[src/rtl/rv32_pc_stage.sv]
// Fetch PC generator: sequential advance, stall/hold, redirect with flush, optional BTB (RV32_PC_BTB_EN).
// Redirect takes effect on the next edge; predictions are looked up combinationally on the current pc.
module rv32_pc_stage #(
  parameter logic [31:0] RESET_VECTOR = 32'h0000_0000,
  parameter int          BTB_ENTRIES  = 16
) (
  input  logic        clk,
  input  logic        reset,
  input  logic        fetch_stall,
  input  logic        hold,
  input  logic        redirect_valid,
  input  logic [31:0] redirect_pc,
  input  logic        bp_update_valid,
  input  logic [31:0] bp_update_pc,
  input  logic [31:0] bp_update_target,
  input  logic        bp_update_taken,
  output logic [31:0] pc,
  output logic        predicted_taken,
  output logic        flush,
  output logic [31:0] flush_pc,
  output logic        misaligned_redirect,
  output logic [31:0] fetch_count
);

  logic        advance;
  logic [31:0] redirect_aligned;
  logic [31:0] pred_target;
  logic [31:0] pc_nxt;

  assign advance          = !fetch_stall && !hold && !redirect_valid;
  assign redirect_aligned = {redirect_pc[31:2], 2'b00};
  assign flush            = redirect_valid;
  assign flush_pc         = redirect_valid ? redirect_aligned : pc;

`ifdef RV32_PC_BTB_EN
  localparam int IDXW = $clog2(BTB_ENTRIES);
  localparam int TAGW = 30 - IDXW;

  logic            btb_vld [BTB_ENTRIES];
  logic [TAGW-1:0] btb_tag [BTB_ENTRIES];
  logic [29:0]     btb_tgt [BTB_ENTRIES];
  logic [1:0]      btb_ctr [BTB_ENTRIES];

  logic [IDXW-1:0] lk_idx;
  logic [TAGW-1:0] lk_tag;
  logic [IDXW-1:0] up_idx;
  logic [TAGW-1:0] up_tag;
  logic            up_hit;
  logic            unused_bp;

  assign lk_idx = pc[IDXW+1:2];
  assign lk_tag = pc[31:IDXW+2];
  assign up_idx = bp_update_pc[IDXW+1:2];
  assign up_tag = bp_update_pc[31:IDXW+2];
  assign up_hit = btb_vld[up_idx] && (btb_tag[up_idx] == up_tag);

  // Lookup reads the arrays before this edge's update lands, so same-cycle updates are not visible.
  assign predicted_taken = btb_vld[lk_idx] && (btb_tag[lk_idx] == lk_tag) && btb_ctr[lk_idx][1];
  assign pred_target     = {btb_tgt[lk_idx], 2'b00};
  assign unused_bp       = ^{bp_update_pc[1:0], bp_update_target[1:0]};

  always_ff @(posedge clk or posedge reset) begin
    if (reset) begin
      for (int i = 0; i < BTB_ENTRIES; i++) btb_vld[i] <= 1'b0;
    end else if (bp_update_valid && !up_hit && bp_update_taken) begin
      btb_vld[up_idx] <= 1'b1;
    end
  end

  // Payload fields need no reset; they are only trusted once the valid bit is set.
  always_ff @(posedge clk) begin
    if (bp_update_valid) begin
      if (!up_hit) begin
        if (bp_update_taken) begin
          btb_tag[up_idx] <= up_tag;
          btb_tgt[up_idx] <= bp_update_target[31:2];
          btb_ctr[up_idx] <= 2'b10;
        end
      end else if (bp_update_taken) begin
        btb_tgt[up_idx] <= bp_update_target[31:2];
        if (btb_ctr[up_idx] != 2'b11) btb_ctr[up_idx] <= btb_ctr[up_idx] + 2'd1;
      end else begin
        if (btb_ctr[up_idx] != 2'b00) btb_ctr[up_idx] <= btb_ctr[up_idx] - 2'd1;
      end
    end
  end
`else
  logic unused_bp;

  assign predicted_taken = 1'b0;
  assign pred_target     = 32'h0000_0000;
  assign unused_bp       = ^{bp_update_valid, bp_update_pc, bp_update_target, bp_update_taken};
`endif

  always_comb begin
    pc_nxt = pc;
    if (redirect_valid)            pc_nxt = redirect_aligned;
    else if (!fetch_stall && !hold) pc_nxt = predicted_taken ? pred_target : pc + 32'd4;
  end

  always_ff @(posedge clk or posedge reset) begin
    if (reset) begin
      pc                  <= RESET_VECTOR;
      misaligned_redirect <= 1'b0;
      fetch_count         <= 32'h0000_0000;
    end else begin
      pc                  <= pc_nxt;
      misaligned_redirect <= redirect_valid && (redirect_pc[1:0] != 2'b00);
      if (advance) fetch_count <= fetch_count + 32'd1;
    end
  end

endmodule

[config.mk]
export PLATFORM = sky130hd
export DESIGN_NAME = rv32_pc_stage
export DESIGN_NICKNAME = d
export VERILOG_FILES = /design/src/rtl/rv32_pc_stage.sv
export SDC_FILE = /design/constraint.sdc
export NUM_CORES = 1
export LEC_CHECK = 0
export CAP_MARGIN = 20
export CORE_MARGIN = 5
export CORE_UTILIZATION = 30
export DETAILED_ROUTE_END_ITERATION = 10
export GPL_TIMING_DRIVEN = 0
export PLACE_DENSITY = 0.77
export SLEW_MARGIN = 10
export SYNTH_ARGS = -nofsm -noshare
export SYNTH_HDL_FRONTEND = slang
export SYNTH_SLANG_ARGS = --single-unit
[constraint.sdc]
create_clock -name clk -period 2.31 [get_ports clk]
set_input_delay 0.231 -clock clk [delete_from_list [all_inputs] [get_ports clk]]
set_output_delay 0.231 -clock clk [all_outputs]
set_load 0.1 [all_outputs]
==> flow_summary.yaml <==
outcome:
  status: "completed"
worst_setup_path:
  r2r-end: "pc[28]"
  criticalPathCategory: "primary input to primary output"
  cp.depth: 7
  cp-start-kind: "primary input"
  crit_fanout: 10
  critPathArrivalTime_ns: 1.99
  cp_top_family: "buffers and inverters"
  reg2reg_from: "pc[2]"
  worst_r2r_path_depth: 7
  path_cells: "clkdlybuf4s50_1, clkbuf_4, clkbuf_4, clkbuf_2, nand2_1, o21ai_2, buf_4"
  cp_slowest_cell: "clkdlybuf4s50_1"
  worst-path-buf-inv: 5
  cpMostUsedCell: "clkbuf_4"
  cp-startpoint: "redirect_valid"
  worstPathRequired_ns: 2.08
  cpPeakStageDelay_ns: 0.49
  rrSetupSlack_ns: 0.09
  critPathCapture: "flush_pc[4]"
  endpoint_kind: "primary output"
cells_and_area:
  fin_nets: 643
  fin_area_um2: 5485
  area_growth_pct: 53.88
  final_util: 0.4763
  n_antenna_cell: 0
  finalNonFillerCells: 686
  drive_gt1_frac: 0.2413
sta:
  skew_ns: 0.005943
  rsz0062_at_grt: "no"
  finalCritPeriodShare: 0.9634
  maxSlewViolCount: 0
  setup_viol: 0
  hold_viol_final: 0
  fin_crit_ns: 2.225
  worst_pin_slew_ns: 1.028
  postLayoutSetupSlackWorst_ns: 0.08454
  whs_ns: 0.4150
  max_freq_ghz: 0.4493
  relSlewSlack: 0.3127
die:
  die_x_um: 119.0
  start_util: 0.3095
  placementRows: 39
  die_area_um2: 14160
  core_um2: 11520
  ios: 202
  die_h_um: 119.0
drt:
  met3_length_um: 665
  drt_pass1_iterations: 5
  num_vias: 3625
  drc: 0
  drt_iter0_drc: 221
  m1WireLength_um: 4943
  wl_met2_um: 5779
  final_antenna_net_count: 0
  post_drt_wl_per_cell_um: 16.94
  highest-signal-layer: "met4"
  routed_via_density: 5.284
  wl_um: 11620
logic_synthesis:
  syn_area_um2: 3565
  avgSynthCellArea_um2: 9.117
  synthArstFlopShare: 1.000
  synthCells: 391
  synth_warnings: 0
  synth_cell_type_count: 42
  ys_seq_area_frac: 0.4423
  synth-main-ff-cell: "dfrtp_1"
  synth_seq_cells: 63
  synth_edf_count: 0
grt:
  grt.total_usage: 0.1617
  grt_start_max_net_pins: 64
  grt_pass1_vias: 3639
  grt-ovfl-total: 0
  grt_first_pass_wirelength_um: 18930
  antenna_found_initial: 0
clocking:
  worstSkewPairLatency_ns: 0.32
  cts_sinks: 63
  cts.path.max_buffers: 2
  cts_tree: "done"
  clkSlewWorstSetupHoldPaths_ns: 0.05
  root_buffer: "clkbuf_16"
  cts_max_level: 3
  cts_made_buffers: 9
power_and_ir_drop:
  ir_worst_vdd_mv: 0.8117
  powerDensity_nw_per_um2: 817.8
  leakage_nw: 2.220
placement:
  dp_cells: 668
  post-place-ws_ns: -1.473
  hpwlAfterDp_um: 8665
  io_buffers: 130
  place.gp.congestion: 0.8389
  placed_area_um2: 5186
worst_hold_path:
  hold_path_class: "primary input to async pin"
flow_run:
  drv_cap: 0
## timing repair
action,4_1_cts,5_1_grt
gates resized for setup,173,31
buffers inserted,0,2
endpoints found under the setup margin,45,23
hold buffers,0,0
## per-stage QoR
| stage | TNS, ns | power [mW] |
|---|---|---|
| 2_1_floorplan | -1.503 | 2.696 |
| 3_3_place_gp | -92.93 | 3.135 |
| 3_5_place_dp | -48.60 | 3.156 |
| 4_1_cts | 0 | 4.492 |
| 5_1_grt | 0 | 4.660 |
| 6_report | 0 | 4.486 |
## sequential cells by signal, indices dropped and copies added (netlist names)
signal and flops:
pc 30, misaligned_redirect 1, fetch_count 32
## logic make-up after synthesis
| logic type | after synthesis | share of synthesized area |
|---|---|---|
| AO/OA/AOI/OAI | 56 | 0.09442 |
| XOR/XNOR | 42 | 0.1032 |
| adder cells (fa/ha/maj) | 2 | 0.007019 |
| buffers and inverters | 46 | 0.06178 |
| flip-flops | 63 | 0.4423 |
| multiplexers | 9 | 0.02808 |
| other | 1 | 0.001052 |
| AND/OR/NAND/NOR | 172 | 0.2622 |
## cell type report
type	count	area [um2]
multi-input cells	286	1886
inverters	19	73.82
clock inverters	7	72.57
well taps	143	178.9
flip-flops and latches	63	1612
fillers	1096	6031
plain buffers	27	187.7
repair buffers	132	1250
clock buffers	9	225.2
## how the worst min path moves through the flow
stage	cells after the start	end	startpoint	slack, ns
after floorplan	2	misaligned_redirect	redirect_pc[0]	0.36
after global placement	1	fetch_count[31]	fetch_count[31]	0.46
after detailed placement	1	fetch_count[31]	fetch_count[31]	0.47
after CTS	2	fetch_count[18]	reset	0.46
after global routing	1	fetch_count[31]	fetch_count[31]	0.50
final	2	fetch_count[17]	reset	0.42
## cell usage after synthesis (3+ instances only)
| library cell | count | area share |
|---|---|---|
| nand2_1 | 42 | 0.044 |
| and2_1 | 3 | 0.0053 |
| o21ai_0 | 31 | 0.044 |
| nor4_1 | 5 | 0.0088 |
| xor2_1 | 3 | 0.0074 |
| mux2_2 | 8 | 0.025 |
| nor3_1 | 9 | 0.013 |
| o211ai_1 | 5 | 0.011 |
| and4_1 | 5 | 0.012 |
| and3_1 | 9 | 0.016 |
| nor2_1 | 25 | 0.026 |
| dfrtp_1 | 63 | 0.44 |
| buf_4 | 8 | 0.017 |
| inv_1 | 19 | 0.020 |
| or4_1 | 11 | 0.023 |
| a31oi_1 | 7 | 0.012 |
| or3_1 | 3 | 0.0053 |
| nand3_1 | 19 | 0.027 |
| xnor2_1 | 39 | 0.096 |
| clkbuf_1 | 14 | 0.015 |
| nand4_1 | 31 | 0.054 |
| o31ai_1 | 6 | 0.013 |
## per-layer routing
metal  track usage  vias up
li1              -     1689
met3       0.04028       16
met4       0.05141        0
met5             0        -
met2        0.2752      148
met1        0.2016     1772
## cell usage in the layout (no fill, tap or decap), types with 8 or more instances in the layout
cell type / n
or4_1: 11
o21ai_2: 13
o21ai_0: 16
clkbuf_16: 9
nand4_1: 31
nand3_1: 19
and3_1: 9
mux2_2: 8
xnor2_1: 39
clkdlybuf4s50_1: 100
dfrtp_2: 28
nor2_1: 23
inv_1: 18
nand2_1: 42
buf_4: 33
dfrtp_1: 35
## power by group
group / internal (mW) / switching (mW)
logic: 0.428 / 1.36
clock network: 0.836 / 0.514
registers: 1.21 / 0.139
(Power assumes the default switching activity.)
==> RTL edit: new RTL, same flow settings <==
The output `misaligned_redirect` loses its register stage (`misaligned_redirect` becomes a continuous assignment).
--- a/src/rtl/rv32_pc_stage.sv
+++ b/src/rtl/rv32_pc_stage.sv
@@ -101,14 +101,14 @@
   always_ff @(posedge clk or posedge reset) begin
     if (reset) begin
       pc                  <= RESET_VECTOR;
-      misaligned_redirect <= 1'b0;
       fetch_count         <= 32'h0000_0000;
     end else begin
       pc                  <= pc_nxt;
-      misaligned_redirect <= redirect_valid && (redirect_pc[1:0] != 2'b00);
       if (advance) fetch_count <= fetch_count + 32'd1;
     end
   end
 
+  assign misaligned_redirect = redirect_valid && (redirect_pc[1:0] != 2'b00);
+
 endmodule
 
Formal check against the unedited RTL: not equivalent (Yosys sat finds a counterexample within 4 cycles, from zero or initial values and one cycle with reset high).
==> RTL edit against the unedited design <==
  * Cell count shrank 2.5%
  * Power down 3.3%
  * First-iteration DRC count fell by 20%
  * Critical endpoint is now fetch_count[8]
  * Sequential power decreased by 4%
  * Setup slack got worse by 0.028 ns
  * Via count fell by 12%
  * Sequential cell count shrank 1
  * Routed wire length decreased by 9.5%
  * Area after synthesis shrank 3.4%
  * Final area decreased by 2.6%
==> RTL edit: results (changes against the unedited design) <==
Worst setup path
  – Critical Path End: fetch_count[8] (was flush_pc[4])
  – Number of stages on the worst setup path: 1 (was 7)
  – Endpoint arrival time on the critical path: 2.02 ns (was 1.99 ns)
  – Crit-path max FO: 5 (was 10)
  – Crit Reg-Reg Startpoint: pc[11]$_DFFE_PP0N_ (was pc[2]$_DFFE_PP0N_)
  – Start point of the critical path: fetch_count[8]$_DFFE_PP0P_ (was redirect_valid)
  – Number of cells on the worst reg-to-reg path: 5 (was 7)

Route
  – Drt first-iter violations: 177 (was 221)
  – Routed met1 length: 4500 um (was 4940 um)
  – Met2 wirelength from detailed routing: 5050 um (was 5780 um)
  – Routed wire per std cell: 15.7 um (was 16.9 um)
  – Met3 routed WL: 861 um (was 665 um)
  – Vias after detailed routing: 3187 (was 3625)

Synth
  – Leading post-synthesis cells by cell area: sky130_fd_sc_hd__dfrtp_1, sky130_fd_sc_hd__xnor2_1, sky130_fd_sc_hd__o21ai_0, sky130_fd_sc_hd__nand2_1, sky130_fd_sc_hd__inv_1 (was sky130_fd_sc_hd__dfrtp_1, sky130_fd_sc_hd__xnor2_1, sky130_fd_sc_hd__nand4_1, sky130_fd_sc_hd__nand2_1, sky130_fd_sc_hd__o21ai_0)
  – Number of library cell types mapped by synthesis: 35 (was 42)
  – Seq/Total Area, Yosys: 45.1% (was 44.2%)

Finish
  – Post-route core utilization: 47.2% (was 47.6%)
  – Share of post-route cells with drive strength above 1: 17.3% (was 24.1%)
  – Layout Nets: 626 (was 643)

Run status
  – Run status: complete, no violations (unchanged)

Power
  – Leakage component of the power: 2.31 nW (was 2.22 nW)
  – Worst IR drop on VDD: 452 uV (was 812 uV)

Min path
  – Class of the tightest hold or removal check: input pin to flip-flop (was input pin to asynchronous set/reset pin)

Global routing
  – GRT Total Usage: 15.6% (was 16.2%)
  – Vias in the first global route: 3295 (was 3639)
  – Met3 global-route usage: 5.35% (was 4.03%)
  – Pin count of the biggest net entering global routing: 63 (was 64)

Placed design
  – Setup slack after placement: -0.538 ns (was -1.47 ns)

STA
  – Post-route clock period utilization: 97.5% (was 96.3%)
  – Worst slew margin relative to its limit: 32.1% (was 31.3%)
## RTL edit: what timing repair did
action / CTS / global route
endpoints found under the setup margin: 30 / 20
pin swaps: 0 / 0
buffers inserted: 0 / 0
resized for setup: 65 / 8
## RTL edit: area by class of cell
| type | instances | share of cell area (%) |
|---|---|---|
| Clock buffer | 10 | 4.28 |
| Sequential cell | 62 | 29.1 |
| Tap cell | 143 | 3.35 |
| Inverter | 35 | 2.50 |
| Clock inverter | 6 | 1.17 |
| Multi-Input combinational cell | 264 | 33.1 |
| Timing Repair Buffer | 129 | 24.3 |
| Buffer | 20 | 2.32 |
## RTL edit: power groups by stage
stage	Clock (mW)	Combinational, mW	Sequential [mW]
after floorplan	0	0.693	1.93
after global placement	0	1.75	1.30
after detailed placement	0	1.76	1.31
after CTS	1.35	1.74	1.29
after global routing	1.40	1.80	1.30
final	1.32	1.73	1.29
## RTL edit: worst min-delay path by stage
stage | start | to | slack, ns | cells after the start
6_report | redirect_valid | fetch_count[0]$_DFFE_PP0P_ | 0.26 | 3
5_1_grt | redirect_valid | pc[2]$_DFFE_PP0N_ | 0.28 | 3
2_1_floorplan | redirect_pc[3] | pc[3]$_DFFE_PP0N_ | 0.39 | 2
4_1_cts | redirect_valid | fetch_count[0]$_DFFE_PP0P_ | 0.26 | 3
3_3_place_gp | fetch_count[31]$_DFFE_PP0P_ | fetch_count[31]$_DFFE_PP0P_ | 0.46 | 1
3_5_place_dp | fetch_count[31]$_DFFE_PP0P_ | fetch_count[31]$_DFFE_PP0P_ | 0.47 | 1
## RTL edit: cell families after synthesis
logic type	Yosys count	share of synthesized area, %
and+or+nand+nor	135	22.0
DFF	62	45.1
AOI/OAI and AO/OA	60	8.80
xor gates and xnor gates	59	15.0
buffers and inverters	55	7.34
muxes	3	0.945
adders and majority gates	2	0.727
other	1	0.109
